[src/rtl/spi_slave_rx.sv]
// SPI receive-only slave: synchronizes sclk/cs/mosi into clk, discards LEAD_BITS
// leading samples, then shifts DATA_W bits in LSB first on sclk falling edges.
module spi_slave_rx #(
  parameter int unsigned DATA_W    = 12,
  parameter int unsigned LEAD_BITS = 1
) (
  input  logic              clk,
  input  logic              rst_n,
  input  logic              sclk,
  input  logic              cs,
  input  logic              mosi,
  output logic [DATA_W-1:0] dout,
  output logic              valid,
  output logic              busy,
  output logic              err
);

  localparam int unsigned CNT_W = $clog2(DATA_W + LEAD_BITS + 1);
  localparam logic [CNT_W-1:0] LAST_LEAD = CNT_W'((LEAD_BITS == 0) ? 0 : LEAD_BITS - 1);
  localparam logic [CNT_W-1:0] LAST_BIT  = CNT_W'(LEAD_BITS + DATA_W - 1);

  typedef enum logic [1:0] {IDLE, LEAD, SHIFT, HOLD} state_t;

  logic              r_sclk_s1, r_sclk_s2, r_sclk_s3;
  logic              r_cs_s1, r_cs_s2, r_cs_s3;
  logic              r_mosi_s1, r_mosi_s2;
  logic [1:0]        r_fill;
  logic              r_armed;
  state_t            r_state, w_state_nxt;
  logic [CNT_W-1:0]  r_cnt, w_cnt_nxt;
  logic [DATA_W-1:0] r_shift, w_shift_nxt, w_shift_in;
  logic [DATA_W-1:0] r_dout, w_dout_nxt;
  logic              r_valid, w_valid_nxt;
  logic              r_err, w_err_nxt;
  logic              w_sclk_fall, w_cs_fall, w_cs_rise, w_sample;

  // The cs stages reset to 1, so a cs held low through reset would look like a
  // falling edge; r_armed only permits a frame once a real high cs was seen.
  assign w_sclk_fall = r_sclk_s3 & ~r_sclk_s2;
  assign w_cs_fall   = r_cs_s3 & ~r_cs_s2 & r_armed;
  assign w_cs_rise   = ~r_cs_s3 & r_cs_s2;
  assign w_sample    = w_sclk_fall & ~r_cs_s2;
  assign w_shift_in  = {r_mosi_s2, r_shift[DATA_W-1:1]};

  always_comb begin
    w_state_nxt = r_state;
    w_cnt_nxt   = r_cnt;
    w_shift_nxt = r_shift;
    w_dout_nxt  = r_dout;
    w_valid_nxt = 1'b0;
    w_err_nxt   = 1'b0;
    case (r_state)
      IDLE: begin
        if (w_cs_fall) w_state_nxt = (LEAD_BITS == 0) ? SHIFT : LEAD;
      end
      LEAD: begin
        if (w_cs_rise) begin
          w_err_nxt   = 1'b1;
          w_state_nxt = IDLE;
        end else if (w_sample) begin
          w_cnt_nxt = r_cnt + 1'b1;
          if (r_cnt == LAST_LEAD) w_state_nxt = SHIFT;
        end
      end
      SHIFT: begin
        if (w_cs_rise) begin
          w_err_nxt   = 1'b1;
          w_state_nxt = IDLE;
        end else if (w_sample) begin
          w_shift_nxt = w_shift_in;
          w_cnt_nxt   = r_cnt + 1'b1;
          if (r_cnt == LAST_BIT) begin
            w_dout_nxt  = w_shift_in;
            w_valid_nxt = 1'b1;
            w_state_nxt = HOLD;
          end
        end
      end
      HOLD: begin
        if (w_cs_rise) w_state_nxt = IDLE;
      end
      default: w_state_nxt = IDLE;
    endcase
    if (w_state_nxt == IDLE) begin
      w_cnt_nxt   = '0;
      w_shift_nxt = '0;
    end
  end

  always_ff @(posedge clk) begin
    if (!rst_n) begin
      r_sclk_s1 <= 1'b0;
      r_sclk_s2 <= 1'b0;
      r_sclk_s3 <= 1'b0;
      r_cs_s1   <= 1'b1;
      r_cs_s2   <= 1'b1;
      r_cs_s3   <= 1'b1;
      r_mosi_s1 <= 1'b0;
      r_mosi_s2 <= 1'b0;
      r_fill    <= '0;
      r_armed   <= 1'b0;
      r_state   <= IDLE;
      r_cnt     <= '0;
      r_shift   <= '0;
      r_dout    <= '0;
      r_valid   <= 1'b0;
      r_err     <= 1'b0;
    end else begin
      r_sclk_s1 <= sclk;
      r_sclk_s2 <= r_sclk_s1;
      r_sclk_s3 <= r_sclk_s2;
      r_cs_s1   <= cs;
      r_cs_s2   <= r_cs_s1;
      r_cs_s3   <= r_cs_s2;
      r_mosi_s1 <= mosi;
      r_mosi_s2 <= r_mosi_s1;
      r_fill    <= {r_fill[0], 1'b1};
      r_armed   <= r_armed | (r_fill[1] & r_cs_s2);
      r_state   <= w_state_nxt;
      r_cnt     <= w_cnt_nxt;
      r_shift   <= w_shift_nxt;
      r_dout    <= w_dout_nxt;
      r_valid   <= w_valid_nxt;
      r_err     <= w_err_nxt;
    end
  end

  assign dout  = r_dout;
  assign valid = r_valid;
  assign err   = r_err;
  assign busy  = (r_state == LEAD) || (r_state == SHIFT);

endmodule

[config.mk]
export PLATFORM = sky130hd
export DESIGN_NAME = spi_slave_rx
export DESIGN_NICKNAME = d
export VERILOG_FILES = /design/src/rtl/spi_slave_rx.sv
export SDC_FILE = /design/constraint.sdc
export NUM_CORES = 1
export LEC_CHECK = 0
export BUFFER_PORTS_ARGS = -buffer_cell sky130_fd_sc_hd__buf_2
export CORE_UTILIZATION = 45
export CTS_CLUSTER_SIZE = 12
export DETAILED_ROUTE_END_ITERATION = 7
export SLEW_MARGIN = 20
export SYNTH_ARGS = -nofsm -noshare
export SYNTH_HDL_FRONTEND = slang
export SYNTH_SLANG_ARGS = --single-unit
[constraint.sdc]
create_clock -name clk -period 3.25 [get_ports clk]
set_input_delay 0.65 -clock clk [delete_from_list [all_inputs] [get_ports clk]]
set_output_delay 0.65 -clock clk [all_outputs]
set_load 0.1 [all_outputs]
# After elaboration in Yosys (flattened, before gate mapping)
# Index checks and enable logic that the tools add are counted.
# word_totals
regBits	43
latchBits	0
ram_bits	0
mem_bits_ro	0
in_bits	5
mem_count	0
# classes
n_addsub	1
n_mul	0
div_mod_pow	0
n_lt_le_gt_ge	0
n_eq_ne	4
n_shift	0
muxes	12
bitwise_logic	14
reduce_logical	11
# ops
op	count
2-bit two-way mux	8
2-bit one-hot mux with 4 select lines	1
1-bit inverter	7
1-bit bitwise AND	6
3-bit AND reduction	2
4-bit by 1-bit adder with 4-bit output, second input constant	1
2-bit equality test, second input constant	2
4-bit equality test, second input constant	1
2-bit logical NOT	2
4-bit logical NOT	1
4-bit AND reduction	1
2-bit OR reduction	2
4-bit OR reduction	1
1-bit two-way mux	3
2-bit by 1-bit equality test with 1-bit output, second input constant	1
2-bit AND reduction	1
1-bit logical OR	1
1-bit bitwise OR	1

# Longest topological paths before layout
# Gate-level depths: netlist of the first run.
# depth
ltp_word	8
depth_mapped	7
mapped_depth_nobuf	6

# Least setup slack after synthesis of the first run
# Ideal clock, no wire load.
# synth_path
path_kind	flip-flop to flip-flop
start	register r_state[1]
end	register r_cnt[1]
arrival_ps	2238
required_time_ps	3118
setup_slack_ps	880
stages_incl_launch_ff	7
n_path_buf	0
synth_period_minus_slack_ps	2370
path_cell_list	dfxtp_1 > inv_1 > ha_1 > and4bb_2 > mux2_2 > o2111ai_1 > o21ai_0
# synth_between
elab_chain_len	6
word_cells_on_any_way	17
cone_classes	eq/ne (3); mux (9); reduce/logical (5)
# synth_lines
item	line_no	source
start: declaration	29	state_t r_state, w_state_nxt;
start signal: assignment	119	r_state <= w_state_nxt;
2-bit two-way mux, on equally long branches	72, 62	
2-bit two-way mux, on equally long branches	69, 60	
2-bit two-way mux, on equally long branches	66, 57	
2-bit one-hot mux with 4 select lines	52	case (r_state)
2-bit logical NOT	84	if (w_state_nxt == IDLE) begin
2-bit OR reduction (no line)	--	
end signal: assignment	120	r_cnt <= w_cnt_nxt;
end: declaration	30	logic [CNT_W-1:0] r_cnt, w_cnt_nxt;
# Parallel ways exist; a longest one is shown, timed or not.
# A chain may end at the register's enable or synchronous reset.

# Final worst setup path of the first run
# layout_path
start	register r_state[1]
end	output port busy
# layout_between
elab_chain_len	2
word_cells_on_any_way	3
cone_classes	eq/ne (2); reduce/logical (1)
# layout_lines
item	line_no	source
2-bit by 1-bit equality test with 1-bit output or 2-bit equality test (tied branches)	131	assign busy = (r_state == LEAD) || (r_state == SHIFT);
1-bit logical OR (*)	131	
end: declaration	14	output logic busy,
# Mark *: on every way between the ends. The rest lies on a longest branch, timed or not.

==> impl_metrics.toml, run 1 <==
[run_status]
status = "finished, final reports clean"

[synthesis]
synthArstFlopShare_pct = 0
yosysUniqueCellTypes = 39
synth_ff_type = "dfxtp_1"
syn_inst = 179
synth_largest_area_cell = "dfxtp_1"
synth.area.top_cells = "dfxtp_1 46%, mux2_2 7.3%, o2111ai_1 6.2%"
synth.avg_cell_area_um2 = 10.30
netlist.area_leader.share_pct = 45.59
synth_nets = 190
yosysSeqAreaShare_pct = 45.59
syn_area_um2 = 1844
synth_edf_count = 0
yosys-top-cells-count = "42 x dfxtp_1, 14 x nand3_1, 13 x o2111ai_1"
yosys_warnings = 0
ys_ff_latch = 42
synthMostInstantiatedCell = "dfxtp_1"

[sta]
fin_skew_ps = 2.488
finalHoldViolCount = 0
relSlewSlack_pct = 51.54
setup_slack_ps = 1019
worst_pin_slew_ps = 725.4
max_freq_mhz = 448.3
fin_crit_sh_pct = 68.64
rsz0062_at_grt = "no"
maxSlewViolCount = 0
holdWs_ps = 409.9
setup-tns-final_ps = 0
layout_min_cycle_time_ps = 2231
setup_viol = 0

[global_routing]
grt_remaining_overflow = 0
first_global_vias = 1294
grt_antenna_before_repair = 0
grt_max_degree = 33
grtUsageTotal_pct = 18.33
grt_first_pass_wirelength_um = 6058

[critical_path]
crit_chain = "inv_1 > ha_1 > buf_2"
endpoint_kind = "primary output"
path_buf_inv = 2
cp-start-kind = "flop"
required_ps = 2600
cpLargestDelayFamily = "buffers and inverters"
path_class = "flop to primary output"
rrSetupSlack_ps = 1070
cpPeakStageDelay_ps = 430
slowest_stage = "buf_2"
cp_max_fo = 5
cp.arrival_ps = 1580

[clocking]
clockBufferDepth = 2
cts_resized = 0
clk_latency_ps = 300
cts_root_buffer = "clkbuf_8"
post_cts_buffers = 0
cts_buffers = 5
hold_buffers = 0
clkSinkCount = 42
cts_tree = "yes"
path_clk_slew_ps = 80
htree_levels = 2

[cells_and_area]
antennaDiodeCount = 0
post-route-util_pct = 53.52
num-nets-final = 204
fin_cells = 242
area_growth_pct = 10.24
drive_gt1_share_pct = 24.23
nFillCells = 339

[drt]
drt_first_pass_iters = 4
vias = 1350
drc = 0
wirelength_um = 3478
ant_nets = 0
avgRoutedWirePerCell_um = 14.37
drt_iter0_markers = 71
via_per_inst = 5.579

[floorplan]
rows = 22
core_area_um2 = 3799
die_y_um = 66.02
die_w_um = 66.02
dieArea_um2 = 4359
initial_utilization_pct = 48.55
ios = 20

[placed_design]
portBuffers = 19
globalplace.congestion = 0.8086
pre_cts_ws_ps = 1102
hpwl_um = 2419
dp.cells = 234

[pwr]
peakVddDrop_mv = 0.1694
powerDensity_nw_per_um2 = 556.0
leakage_nw = 0.8126

[run]
maxCapViolCount = 0

[min_path]
worstHoldPathType = "flop to flop"
sequential cells by signal, indices dropped and copies added, names as in the netlist, 2 cells and up:
name,cells
r_cnt,4
dout,12
r_fill,2
r_state,2
r_shift,11
layer usage:
layer	routed length [um]	share of wire [%]	vias to the layer above	GRT usage [%]
met5	0	0	-	0
met2	1569	45	29	29.72
met1	1713	49	620	22.59
met4	51	1.5	0	7.181
li1	-	-	694	-
met3	143	4.1	7	5.517
stage by stage:
step / cell area [um^2] / total power, mW
final: 2033 / 1.130
after global routing: 2033 / 1.185
after CTS: 2033 / 1.132
after detailed placement: 1938 / 0.7880
after global placement: 1938 / 0.7810
after floorplan: 1844 / 0.7656
worst reg2reg max path, stage by stage (launching register included):
cell      delay [ps]
dfxtp_1          410
inv_1            100
ha_1             230
or2_2            280
a31o_2           260
a211oi_4         560
o21ai_0          210
kinds of logic after synthesis:
family	Yosys count	share of synthesized area, %
AO/OA/AOI/OAI	52	21.91
XOR/XNOR	1	0.4750
adder cells (fa/ha/maj)	6	4.070
buffers and inverters	20	5.156
flip-flops	42	45.59
multiplexers	13	7.870
AND/OR/NAND/NOR	45	14.93
cells in the final DEF (no fill, tap or decap), types with 2 or more instances in the layout:
cell       count
o21ai_0        3
ha_1           6
buf_2         19
mux2_2        12
o2111ai_1     13
clkbuf_8       6
and3b_1        2
o211ai_1       3
nor2_1         4
and2_1         6
dfxtp_1       42
nand2b_1       4
nor2b_1        3
o21ai_1       10
nor3b_1        3
inv_1          7
and3_1         2
a22o_1        12
nand3_1       14
nand2_1        2
o22ai_1        2
power breakdown:
group	leakage [nW]	internal (mW)	switching, mW
Clock	0.0472	0.171	0.181
Sequential	0.341	0.526	0.0103
Combinational	0.424	0.0558	0.186
Total	0.813	0.753	0.378
worst paths after layout:
check	cells after the start	from	to
worst max register to register	6	r_state[0]	r_cnt[1]
worst max-delay path	3	r_state[1]	busy
worst min-delay path	1	r_cs_s1	r_cs_s2
worst min register to register	1	r_cs_s1	r_cs_s2
cell type report:
cell class | count | area (um^2) | share of cell area, %
Multi-Input combinational cell | 117 | 908.4 | 44.68
Sequential cell | 42 | 840.8 | 41.35
Timing Repair Buffer | 20 | 102.6 | 5.046
Clock buffer | 6 | 82.58 | 4.062
Tap cell | 48 | 60.06 | 2.954
Inverter | 7 | 26.28 | 1.292
Clock inverter | 2 | 12.51 | 0.6154
No activity file was read; power rests on OpenSTA's default activity.
==> inputs of run 2 (changes only) <==
--- a/config.mk
+++ b/config.mk
@@ -9,6 +9,7 @@
 export CORE_UTILIZATION = 45
 export CTS_CLUSTER_SIZE = 12
 export DETAILED_ROUTE_END_ITERATION = 7
+export PLACE_DENSITY = 0.66
 export SLEW_MARGIN = 20
 export SYNTH_ARGS = -nofsm -noshare
 export SYNTH_HDL_FRONTEND = slang
==> constraint.sdc (replaced) <==
create_clock -name clk -period 1.89 [get_ports clk]
set_input_delay 0.378 -clock clk [delete_from_list [all_inputs] [get_ports clk]]
set_output_delay 0.378 -clock clk [all_outputs]
set_load 0.1 [all_outputs]
==> run 2 against run 1 <==
Net effect: global-route usage increased by 0.72 points; sequential power increased by 73%; die area unchanged; highest routed layer unchanged.
==> impl_metrics.toml, run 2 (synthesized netlist as in run 1, its figures left out) <==
[cells_and_area]
drive_gt1_share_pct = 33.66
seqCellArea_um2 = 853.3
fin_cells = 253
post-route-util_pct = 58.89
num-nets-final = 215
area_growth_pct = 21.30
largest_reg_flops = 12
final_area_um2 = 2237
final_common_cell = "dfxtp_1"
nFillCells = 334
antennaDiodeCount = 0
final_cell_mix = "38 x dfxtp_1, 18 x buf_2, 14 x nand3_1, 13 x o2111ai_1"
multi_input_area_um2 = 954.7

[run_status]
status = "finished, final reports clean"

[global_routing]
grt_max_degree = 18
grt_antenna_before_repair = 0
first_global_vias = 1353
grt_remaining_overflow = 0
grt_first_pass_wirelength_um = 6306
grtUsageTotal_pct = 19.05

[critical_path]
cp.arrival_ps = 2030
endpoint_kind = "flop"
required_ps = 2070
rrSetupSlack_ps = 40
path_class = "flop to flop"
cp-start-kind = "flop"
crit_chain = "ha_2 > or2_2 > a31o_4 > a211oi_4 > clkbuf_16 > o21ai_1"
slowest_stage = "dfxtp_4"
cpPeakStageDelay_ps = 380
cp_max_fo = 8

[floorplan]
initial_utilization_pct = 48.55
dieArea_um2 = 4359
core_area_um2 = 3799
die_y_um = 66.02
die_w_um = 66.02
rows = 22
ios = 20

[sta]
fin_skew_ps = 4.142
fin_crit_sh_pct = 97.93
worst_pin_slew_ps = 535.8
maxSlewViolCount = 0
max_freq_mhz = 540.3
finalHoldViolCount = 0
setup_viol = 0
layout_min_cycle_time_ps = 1851
setup-tns-final_ps = 0
relSlewSlack_pct = 64.28

[placed_design]
hpwl_um = 2608
dpl-instance-area_um2 = 2032
portBuffers = 19
globalplace.congestion = 0.8911
dp.cells = 241

[run]
maxCapViolCount = 0

[drt]
avgRoutedWirePerCell_um = 15.43
ant_nets = 0
drt_iter0_markers = 106
via_per_inst = 5.696
vias = 1441
wirelength_um = 3903
drt_first_pass_iters = 4
drc = 0

[clocking]
clockBufferDepth = 2
cts_tree = "yes"
cts_root_buffer = "clkbuf_8"
cts_buffers = 5
path_clk_slew_ps = 80
htree_levels = 2
clk_latency_ps = 290
clkSinkCount = 42

[pwr]
peakVddDrop_mv = 0.4380
leakage_nw = 0.8904
powerDensity_nw_per_um2 = 1018
total_power_mw = 2.277

[min_path]
worstHoldPathType = "input pin to flop"
==> run 2: changes by cell type in the layout (fill, tap and decap cells not counted), sizes merged <==
cell	before	now
clkinv	1	0
bufinv	0	1
clkbuf	6	7
buf	20	30
==> run 2: through the flow <==
step	setup slack, ps	hold WS (ps)
6_report	39.17	261.7
5_1_grt	-2.371	283.5
4_1_cts	25.56	261.2
3_5_place_dp	-52.85	403.4
3_3_place_gp	27.94	389.7
2_1_floorplan	3.694	386.3
==> run 2: path summary, 6_finish.rpt <==
check,endpoint,cells after the start,start
worst min-delay path,r_cs_s1,2,cs
worst min register to register,r_cs_s2,1,r_cs_s1
worst max register to register,r_cnt[0],6,r_state[1]
worst max-delay path,r_cnt[0],6,r_state[1]
==> run 2: what timing repair did <==
action                     4_1_cts  5_1_grt
gates cloned                     0        1
hold buffers                     0        0
resized for setup                1       14
pin swaps                        0        2
setup endpoints to repair       11       24
setup buffers                    0        3
==> run 2: critical path: cells and delay by family, from the launching register on <==
kind	cells	cell delay, ps
AO/OA/AOI/OAI	3	660
flip-flops	1	380
adder cells (fa/ha/maj)	1	170
buffers and inverters	1	220
AND/OR/NAND/NOR	1	300
==> run 2: area by class of cell <==
type                            instances  area share, %
Clock buffer                            6          3.244
Clock inverter                          2          1.678
Inverter                                7          1.286
Multi-Input combinational cell        117          42.67
Sequential cell                        42          38.14
Tap cell                               48          2.685
Timing Repair Buffer                   31          10.29
==> run 2: metal layers <==
layer / track usage, % / vias up / routed length [um]
li1: - / 720 / -
met1: 25.42 / 683 / 1940
met2: 29.08 / 32 / 1731
met3: 4.655 / 6 / 180
met4: 7.979 / 0 / 50
met5: 0 / - / 0
==> run 2: where the power goes <==
group | switching, mW | leakage, nW | internal [mW]
logic | 0.394 | 0.495 | 0.253
registers | 0.0218 | 0.344 | 0.908
clock network | 0.306 | 0.0514 | 0.394
total | 0.722 | 0.890 | 1.55
